## src/rtl/light_pkg.sv

```systemverilog
// Shared types and constants for the light selector sequencer.
package light_pkg;

    localparam int SEL_W = 6;

    localparam logic [SEL_W-1:0] SEL_IDLE_DEFAULT = 6'b111111;

    typedef enum logic [1:0] {
        IDLE  = 2'd0,
        RUN   = 2'd1,
        PAUSE = 2'd2
    } light_seq_state_t;

endpackage

```

## src/rtl/light_dwell_timer.sv

```systemverilog
// Loadable dwell down-counter; counts down to zero and stays there until reloaded.
module light_dwell_timer #(
    parameter int DWELL_W = 8
) (
    input  logic               clk,
    input  logic               rst,
    input  logic               load,
    input  logic [DWELL_W-1:0] load_val,
    input  logic               hold,
    output logic               zero
);

    logic [DWELL_W-1:0] count;

    always_ff @(posedge clk) begin
        if (rst) begin
            count <= '0;
        end else if (load) begin
            count <= load_val;
        end else if (!hold && count != '0) begin
            count <= count - DWELL_W'(1);
        end
    end

    assign zero = (count == '0);

endmodule

```

## src/rtl/light_sel_sequencer.sv

```systemverilog
// Selector code sequencer: steps sel through 0..STEPS-1 with programmable dwell.
// Optional descending runs are enabled by defining LIGHT_SEQ_REVERSE_EN (adds port dir).
module light_sel_sequencer
    import light_pkg::*;
#(
    parameter int                 STEPS    = 10,
    parameter int                 DWELL_W  = 8,
    parameter logic [SEL_W-1:0]   IDLE_SEL = SEL_IDLE_DEFAULT
) (
    input  logic               clk,
    input  logic               rst,
    input  logic               start,
    input  logic               stop,
    input  logic               pause,
    input  logic               loop,
    input  logic [DWELL_W-1:0] dwell,
`ifdef LIGHT_SEQ_REVERSE_EN
    input  logic               dir,
`endif
    output logic [SEL_W-1:0]   sel,
    output logic               step_strobe,
    output logic               running,
    output logic               done
);

    localparam int STEP_W = (STEPS > 1) ? $clog2(STEPS) : 1;
    localparam logic [STEP_W-1:0] LAST_STEP = STEP_W'(STEPS - 1);

    light_seq_state_t   state;
    logic [STEP_W-1:0]  step;
    logic [DWELL_W-1:0] dwell_q;
    logic               loop_q;

    logic [STEP_W-1:0]  first_in;
    logic [STEP_W-1:0]  first_q;
    logic [STEP_W-1:0]  last_q;
    logic [STEP_W-1:0]  next_step;

`ifdef LIGHT_SEQ_REVERSE_EN
    logic dir_q;

    always_comb begin
        first_in  = dir   ? LAST_STEP : '0;
        first_q   = dir_q ? LAST_STEP : '0;
        last_q    = dir_q ? '0 : LAST_STEP;
        next_step = dir_q ? step - STEP_W'(1) : step + STEP_W'(1);
    end

    always_ff @(posedge clk) begin
        if (rst) begin
            dir_q <= 1'b0;
        end else if (start && !stop) begin
            dir_q <= dir;
        end
    end
`else
    always_comb begin
        first_in  = '0;
        first_q   = '0;
        last_q    = LAST_STEP;
        next_step = step + STEP_W'(1);
    end
`endif

    // A PAUSE cycle with pause low already counts, so resuming costs no extra cycle.
    logic go;
    logic active;
    logic zero;
    logic tmr_load;
    logic tmr_hold;

    always_comb begin
        go       = start && !stop;
        active   = (state != IDLE) && !pause && !stop && !start;
        tmr_load = go || (active && zero);
        tmr_hold = !(go || active);
    end

    light_dwell_timer #(
        .DWELL_W (DWELL_W)
    ) u_timer (
        .clk      (clk),
        .rst      (rst),
        .load     (tmr_load),
        .load_val (go ? dwell : dwell_q),
        .hold     (tmr_hold),
        .zero     (zero)
    );

    always_ff @(posedge clk) begin
        if (rst) begin
            state       <= IDLE;
            sel         <= IDLE_SEL;
            step_strobe <= 1'b0;
            running     <= 1'b0;
            done        <= 1'b0;
            step        <= '0;
            dwell_q     <= '0;
            loop_q      <= 1'b0;
        end else begin
            step_strobe <= 1'b0;
            done        <= 1'b0;
            if (stop) begin
                state   <= IDLE;
                sel     <= IDLE_SEL;
                running <= 1'b0;
            end else if (start) begin
                state       <= RUN;
                step        <= first_in;
                sel         <= SEL_W'(first_in);
                step_strobe <= 1'b1;
                running     <= 1'b1;
                dwell_q     <= dwell;
                loop_q      <= loop;
            end else begin
                case (state)
                    RUN, PAUSE: begin
                        if (pause) begin
                            state <= PAUSE;
                        end else begin
                            state <= RUN;
                            if (zero) begin
                                if (step != last_q) begin
                                    step        <= next_step;
                                    sel         <= SEL_W'(next_step);
                                    step_strobe <= 1'b1;
                                end else if (loop_q) begin
                                    step        <= first_q;
                                    sel         <= SEL_W'(first_q);
                                    step_strobe <= 1'b1;
                                end else begin
                                    state   <= IDLE;
                                    sel     <= IDLE_SEL;
                                    running <= 1'b0;
                                    done    <= 1'b1;
                                end
                            end
                        end
                    end
                    default: state <= IDLE;
                endcase
            end
        end
    end

endmodule

```

## config.mk

```make
export PLATFORM = sky130hd
export DESIGN_NAME = light_sel_sequencer
export DESIGN_NICKNAME = d
export VERILOG_FILES = /design/src/rtl/light_pkg.sv /design/src/rtl/light_dwell_timer.sv /design/src/rtl/light_sel_sequencer.sv
export SDC_FILE = /design/constraint.sdc
export NUM_CORES = 1
export LEC_CHECK = 0
export CORE_MARGIN = 10
export CORE_UTILIZATION = 40
export DETAILED_ROUTE_END_ITERATION = 7
export REMOVE_ABC_BUFFERS = 1
export SETUP_SLACK_MARGIN = 0.05
export SLEW_MARGIN = 20
export SYNTH_ARGS = -nofsm -noshare
export SYNTH_HDL_FRONTEND = slang
export SYNTH_SLANG_ARGS = --single-unit
```

## constraint.sdc

```tcl
create_clock -name clk -period 4 [get_ports clk]
set_clock_uncertainty 0.05 [all_clocks]
set_input_delay 0.4 -clock clk [delete_from_list [all_inputs] [get_ports clk]]
set_output_delay 0.4 -clock clk [all_outputs]
set_load 0.03 [all_outputs]
```

# Yosys cells after proc, flatten, opt, wreduce, memory -nomap -nowiden
# Cells that the tools add are included.
# word_totals
ff_bits	32
wordCells	81
# op_classes
addsub	2
muxes	34
n_reduce_logical	26
n_eq_ne	6
n_bitwise	3
# op_table
operator	n
6-bit two-way mux	6
4-bit two-way mux	6
8-bit two-way mux	3
1-bit two-way mux	18
5-bit AND reduction	2
8-bit zero test	1
2-bit nonzero test	4
8-bit nonzero test	1
8-bit by 1-bit subtractor with 8-bit output (second input constant)	1
7-bit OR reduction	1
1-bit logical AND	6
2-bit != test (second input constant)	3
4-bit by 1-bit adder with 4-bit output (second input constant)	1
4-bit != test (second input constant)	1
2-bit OR reduction	2
4-bit OR reduction	1
1-bit zero test	3
1-bit NOT	3
3-bit AND reduction	1
3-bit nonzero test	1
2-bit by 1-bit == test with 1-bit output (second input constant)	1
2-bit == test (second input constant)	1
1-bit logical OR	2
2-bit two-way mux	1
2-bit AND reduction	1

# Longest topological paths before layout
# Gate-level depths: netlist (run 1).
# depth
ltp_word	8
depth_mapped	6
mapped_depth_nobuf	6

# Cells and area by module
# Synthesis (run 1) repeated with hierarchy kept, for this count alone.
# unflattened
cells_unflattened	171
hier_area_um2	1626.6
# by_module_without_submodules
mod	cells_each	area_each_um2	instances
light_sel_sequencer	110	1126.1	1
light_dwell_timer	61	500.5	1

# Worst setup path before layout (run 1)
# No wires, ideal clock.
# synth_path
kind	flip-flop to flip-flop
from	reg u_timer.count[0]
to	reg u_timer.count[1]
setup_slack_ns	2.206
path_buffers	0
path_stages_with_launch	7
setup_ns	0.074
period_less_slack_ns	1.794
required_ns	3.876
arrival_time_ns	1.670
cell_sequence	dfxtp_1 inv_1 ha_1 or3b_2 o21ai_2 mux2_2 o21ai_0
# synth_between
elab_chain_cells	4
word_cells_on_any_way	9
# synth_lines
item	line	rtl
start, declared	light_dwell_timer.sv:13	logic [DWELL_W-1:0] count;
start signal, assigned	light_dwell_timer.sv:19	count <= load_val;
start signal, assigned	light_dwell_timer.sv:21	count <= count - DWELL_W'(1);
branches (longest 4 deep; another with 8-bit by 1-bit subtractor with 8-bit output)	n/a	
# Several ways; the timed one is not identified. The select of a mux whose other input is x is not followed.
# A chain may end at the register's enable or synchronous reset.

# Worst setup path after layout (run 1)
# layout_path
from	in start
to	reg u_timer.count[1]
# layout_between
elab_chain_cells	5
word_cells_on_any_way	10
# layout_lines
item	line	rtl
start, declared	light_sel_sequencer.sv:12	input logic start,
1-bit zero test	light_sel_sequencer.sv:74	active = (state != IDLE) && !pause && !stop && !start;
1-bit logical AND	light_sel_sequencer.sv:74	
1-bit logical AND or 1-bit logical OR (tied branches)	light_sel_sequencer.sv:75, light_sel_sequencer.sv:76	
1-bit logical OR or 1-bit logical AND (tied branches)	light_sel_sequencer.sv:75, light_dwell_timer.sv:20	
8-bit two-way mux or 2-bit nonzero test (tied branches)	n/a	
# Several ways; a longest one is shown, not always the timed one.

==> results of run 1 <==
[critical path, delay by kind of cell]
family          cells  cell delay, ps
buf+inv             1             690
compound gates      2             420
simple gates        1             410
mux                 1             370
[routing by layer]
| metal | global-route usage [%] | part of all wire (%) | up-vias |
|---|---|---|---|
| li1 | - | - | 703 |
| met1 | 13.7 | 45 | 644 |
| met2 | 17.2 | 45 | 54 |
| met3 | 4.49 | 8.2 | 6 |
| met4 | 5.85 | 1.6 | 0 |
| met5 | 0 | 0 | - |
[worst max path at each step]
| stage | endpoint | slack (ps) | cells after the start |
|---|---|---|---|
| after global routing | u_timer.count[4] | 1690 | 4 |
| after global placement | u_timer.count[0] | 1630 | 5 |
| after detailed placement | u_timer.count[5] | 1570 | 5 |
| after CTS | u_timer.count[5] | 1900 | 5 |
| final | u_timer.count[1] | 1860 | 5 |
| after floorplan | u_timer.count[1] | 2210 | 6 |
[cell type report]
type	count	share of cell area, %
Multi-Input combinational cell	128	45.4
Sequential cell	31	32.2
Timing Repair Buffer	22	11.4
Clock buffer	8	5.19
Tap cell	48	3.11
Inverter	14	2.73
[stage by stage]
step | total power, mW | setup WS, ps
after floorplan | 0.499 | 2210
after global placement | 0.561 | 1630
after detailed placement | 0.563 | 1570
after CTS | 0.836 | 1900
after global routing | 0.870 | 1690
final | 0.830 | 1860
[Yosys cell counts (all sizes together), types with 2 or more instances]
cell type  number
mux2            4
mux2i           5
o21ai          12
xnor2           2
o21a            2
nor3            4
a21boi          2
or3             2
inv            13
ha              5
nor2b           2
nand2b          2
o32ai           2
and3b           2
a21oi          10
nor4            3
nand2          16
a31oi           6
o22a            3
and3            2
nor3b           3
buf             3
nand4           3
nor2           12
clkbuf          4
dfxtp          31
nand3           5
[power by group through the flow]
stage | Sequential, mW | Clock [mW] | Combinational (mW)
floorplan | 0.356 | 0 | 0.143
global placement | 0.352 | 0 | 0.209
detailed placement | 0.352 | 0 | 0.210
CTS | 0.346 | 0.279 | 0.211
global route | 0.348 | 0.289 | 0.232
finish | 0.346 | 0.271 | 0.213
[state kept, by name, indices dropped and copies added (netlist names)]
signal / count
step_strobe: 1
step: 4
dwell_q: 8
sel: 5
state: 2
loop_q: 1
u_timer.count: 8
done: 1
running: 1
[kinds of logic (layout without fill, tap and decap cells)]
logic type                 count (synthesis)  in the layout
and+or+nand+nor                           62             62
AOI/OAI and AO/OA                         50             50
adders and majority gates                  5              5
muxes                                      9              9
xor gates and xnor gates                   2              2
DFF                                       31             31
buffers and inverters                     21             44
==> impl_metrics.py, run 1 <==
metrics = {
    "hold_path": {
        "worstHoldStart": "dwell_q[6]",
        "min_path_cells": 2,
        "whs_endpoint": "dwell_q[6]",
        "holdCritPathClass": "register to register",
    },
    "yosys": {
        "syn-cell-area_sq_um": 1580,
        "synth_top_area_share_pct": 39.3,
        "yosys.area_share.simple_pct": 21.9,
        "synthMuxAreaShare_pct": 6.02,
        "synth-compound-area-share_pct": 22.4,
        "yosys.area_share.xor_xnor_pct": 1.11,
        "async_reset_ff_share_pct": 0,
        "yosysWarnings": 0,
        "syn-mean-instance-area_sq_um": 8.78,
        "synth_top_area_cell": "dfxtp_1",
        "synthFlopType": "dfxtp_1",
        "netlist_instances": 180,
        "yosysUniqueCellTypes": 53,
        "synth_area_leaders": "dfxtp_1, ha_1, nand2_1",
        "yosysSeqAreaShare_pct": 39.3,
        "yosys_register_bits": 31,
        "synth_top_family_by_area": "compound AO/OA/AOI/OAI gates",
        "synth_enable_flop_cells": 0,
        "synthAdderAreaFrac_pct": 3.96,
    },
    "setup_path": {
        "crit_path_max_incr_delay_ps": 690,
        "cp-start-kind": "input port",
        "end_kind": "register",
        "cpMaxStageDelayCell": "clkdlybuf4s50_1",
        "rr_endpoint": "step[2]",
        "crit_required_ps": 4170,
        "crit_type": "input port to register",
        "rr_worst_depth": 6,
        "crit_fanout": 11,
        "timing.rr.start": "u_timer.count[0]",
        "cp.arrival_ps": 2300,
        "rrSetupSlack_ps": 1910,
        "critPathLaunch": "start",
        "crit_chain": "clkdlybuf4s50_1 -> nand2b_1 -> o21ai_2 -> mux2_2 -> o21ai_0",
    },
    "power_and_ir_drop": {
        "power.density_nw_per_um2": 431,
        "switching_power_uw": 253,
        "combPwrFrac_pct": 25.7,
        "clkPwrFrac_pct": 32.6,
        "leakagePower_nw": 0.749,
        "sw_frac_of_total_pct": 30.5,
        "seqPwrFrac_pct": 41.7,
        "internal_power_uw": 578,
        "ir_drop_mv": 0.184,
    },
    "clock_tree": {
        "hold_buffers": 0,
        "clockRootBuffer": "clkbuf_8",
        "insertion_delay_ps": 290,
        "cts_sinks": 31,
        "postCtsSetupBuffers": 0,
        "cts_tree": "done",
        "path_clk_slew_ps": 70,
        "cts_buffers": 5,
        "cts_resized": 0,
        "htreeDepth": 2,
        "clk_path_buf_depth": 2,
    },
    "route": {
        "vias": 1407,
        "wl_mm": 3.96,
        "routedWlPerCell_microns": 15.8,
        "first_pass_iters": 4,
        "drcViolationCount": 0,
        "drt_iter0_drc": 128,
        "avgViaCountPerCell": 5.61,
        "ant_nets": 0,
    },
    "floorplan": {
        "ioPinCount": 23,
        "fp.dieArea_sq_um": 6860,
        "die_w_microns": 82.9,
        "initial_core_util_pct": 42.2,
        "core-area_sq_um": 3740,
        "rows": 22,
        "fp.dieH_microns": 82.9,
    },
    "timing": {
        "finalMaxSlewViolations": 0,
        "whs_ps": 409,
        "tightest_slew_ps": 978,
        "fmax_ghz": 0.468,
        "hold_viol_final": 0,
        "rsz0062_at_grt": "no",
        "min_period_ps": 2140,
        "relSlewSlack_pct": 34.1,
        "finalSetupTns_ps": 0,
        "finalCritPeriodShare_pct": 53.4,
        "setup_violations": 0,
    },
    "layout": {
        "final_area_sq_um": 1930,
        "final_cell_mix": "dfxtp_1, clkdlybuf4s50_1, nand2_1",
        "nFillCells": 376,
        "final_cells": 251,
        "post-route-util_pct": 51.5,
        "drive_gt1_share_pct": 9.85,
        "multi_input_area_sq_um": 875,
        "n_antenna_cell": 0,
        "regArea_sq_um": 621,
        "syn2layout_area_growth_pct": 22.0,
        "fin_nets": 221,
        "mostFrequentLayoutCell": "dfxtp_1",
    },
    "placed_design": {
        "gp_congestion": 0.845,
        "numPortBuffers": 22,
        "placed_area_sq_um": 1830,
        "dp.cells": 243,
        "hpwl_mm": 2.96,
    },
    "grt": {
        "grt_use_total_pct": 11.4,
        "grt_pass1_vias": 1350,
        "grt_pass1_wl_mm": 6.57,
        "grt_max_degree": 18,
        "grt-ovfl-total": 0,
        "antenna_found_initial": 0,
    },
    "outcome": {
        "outcome": "complete, no violations",
    },
    "flow_run": {
        "cap_violations": 0,
    },
}
No activity file was read; power rests on OpenSTA's default activity.
==> run 2, diff against run 1 <==
clock period = 1.9 ns   (was 4 ns; I/O delays follow)
==> run 2 against run 1 <==
- cell area up 12%
- via count up 6.2%
- critical path depth unchanged
- critical endpoint is now u_timer.count[5]
==> impl_metrics.py, run 2 (synthesis gave the netlist of run 1 again) <==
metrics = {
    "outcome": {
        "outcome": "complete, no violations",
    },
    "setup_path": {
        "crit_path_max_incr_delay_ps": 570,
        "setup.worst_path.end": "u_timer.count[5]",
        "end_kind": "register",
        "rrSetupSlack_ps": 110,
        "critPathBufInv": 1,
        "crit_fanout": 6,
        "critPathLaunch": "u_timer.count[3]",
        "cp_top_family": "simple AND/OR/NAND/NOR gates",
        "crit_type": "register to register",
        "rr_worst_depth": 5,
        "cp-start-kind": "register",
        "timing.rr.start": "u_timer.count[3]",
        "cpMaxStageDelayCell": "or4_4",
        "cp.arrival_ps": 1910,
        "cp.depth": 5,
        "crit_chain": "or4_4 -> o21ai_4 -> buf_6 -> mux2i_1 -> o32ai_1",
        "crit_required_ps": 2020,
        "rr_endpoint": "u_timer.count[5]",
    },
    "hold_path": {
        "worstHoldStart": "loop_q",
        "holdCritPathClass": "register to register",
    },
    "clock_tree": {
        "clk_path_buf_depth": 2,
        "clockRootBuffer": "clkbuf_8",
        "cts_tree": "done",
        "htreeDepth": 2,
        "path_clk_slew_ps": 70,
        "cts_sinks": 31,
        "cts_buffers": 5,
        "insertion_delay_ps": 280,
    },
    "placed_design": {
        "dp.cells": 266,
        "placed_area_sq_um": 2000,
        "gp_congestion": 0.847,
        "hpwl_mm": 3.25,
        "numPortBuffers": 22,
    },
    "layout": {
        "drive_gt1_share_pct": 23.8,
        "top_regs": "dwell_q (8), u_timer.count (8), sel (5)",
        "mostFrequentLayoutCell": "dfxtp_1",
        "post-route-util_pct": 57.7,
        "syn2layout_area_growth_pct": 36.6,
        "n_antenna_cell": 0,
        "final_area_sq_um": 2160,
        "nFillCells": 345,
        "final_cell_mix": "dfxtp_1, buf_4, clkdlybuf4s50_1",
        "fin_nets": 245,
        "final_cells": 275,
    },
    "grt": {
        "grt_max_degree": 11,
        "grt_pass1_vias": 1495,
        "grt-ovfl-total": 0,
        "grt_use_total_pct": 11.9,
        "grt_pass1_wl_mm": 6.97,
        "antenna_found_initial": 0,
    },
    "route": {
        "avgViaCountPerCell": 5.43,
        "first_pass_iters": 4,
        "vias": 1494,
        "drt_iter0_drc": 113,
        "routedWlPerCell_microns": 15.2,
        "wl_mm": 4.18,
        "drcViolationCount": 0,
        "ant_nets": 0,
    },
    "floorplan": {
        "core-area_sq_um": 3740,
        "fp.dieArea_sq_um": 6860,
        "ioPinCount": 23,
        "initial_core_util_pct": 42.2,
        "fp.dieH_microns": 82.9,
        "die_w_microns": 82.9,
        "rows": 22,
    },
    "timing": {
        "rsz0062_at_grt": "no",
        "tightest_slew_ps": 564,
        "finalCritPeriodShare_pct": 94.3,
        "finalMaxSlewViolations": 0,
        "relSlewSlack_pct": 62.0,
        "hold_viol_final": 0,
        "min_period_ps": 1790,
        "setup_violations": 0,
        "fmax_ghz": 0.558,
        "finalSetupTns_ps": 0,
    },
    "power_and_ir_drop": {
        "leakagePower_nw": 0.877,
        "power.density_nw_per_um2": 875,
        "power_mw": 1.89,
        "ir_drop_mv": 0.386,
    },
    "flow_run": {
        "cap_violations": 0,
    },
}
## run 2: cell count changes in the layout (fill, tap and decap cells not counted), sizes merged
| cell | before | now |
|---|---|---|
| buf | 0 | 24 |
## run 2: layout make-up
type                    count  area, sq um  area share (%)
repair buffers             46          404            18.7
multi-input cells         128          918            42.6
clock buffers               8          100            4.64
inverters                  14         52.6            2.43
flip-flops and latches     31          623            28.9
well taps                  48         60.1            2.78
## run 2: report_power, final
group	switching, mW	total (mW)	internal, mW
registers	0.0369	0.726	0.689
logic	0.293	0.591	0.298
clock network	0.242	0.572	0.330
## run 2: routing by layer
layer | part of all wire (%) | global-route usage (%)
met1 | 46 | 15.1
met2 | 44 | 16.8
met3 | 8.4 | 5.66
met4 | 1.2 | 4.62
met5 | 0 | 0
## run 2: timing repair
item	in CTS	in global routing
hold endpoints to repair	0	0
setup endpoints to repair	3	10
hold buffers	0	0
gates resized for setup	4	12
gates cloned	0	0
pin swaps	1	5
buffers inserted	0	1
## run 2: worst min-delay path: cells and delay by family (launching register included)
kind            cells  cell delay, ps
flops               1             310
simple gates        1              50
compound gates      1              60
## run 2: worst min-delay path by stage
| stage | cells past startpoint | slack, ps | end |
|---|---|---|---|
| CTS | 2 | 420 | loop_q |
| detailed placement | 2 | 410 | loop_q |
| floorplan | 1 | 210 | dwell_q[2] |
| global route | 2 | 430 | dwell_q[3] |
| global placement | 2 | 390 | dwell_q[6] |
| finish | 2 | 410 | loop_q |
## run 2: metrics by stage
stage | setup WS [ps] | hold WS (ps)
finish | 108 | 411
CTS | 46.4 | 415
floorplan | 106 | 209
global route | 23.5 | 434
detailed placement | -34.7 | 406
global placement | -39.0 | 392
==> run 3, diff against run 2 <==
SLEW_MARGIN = default   (was 20)
==> results of run 3 <==
Final layout, timing and power as in run 2 (identical DEF).
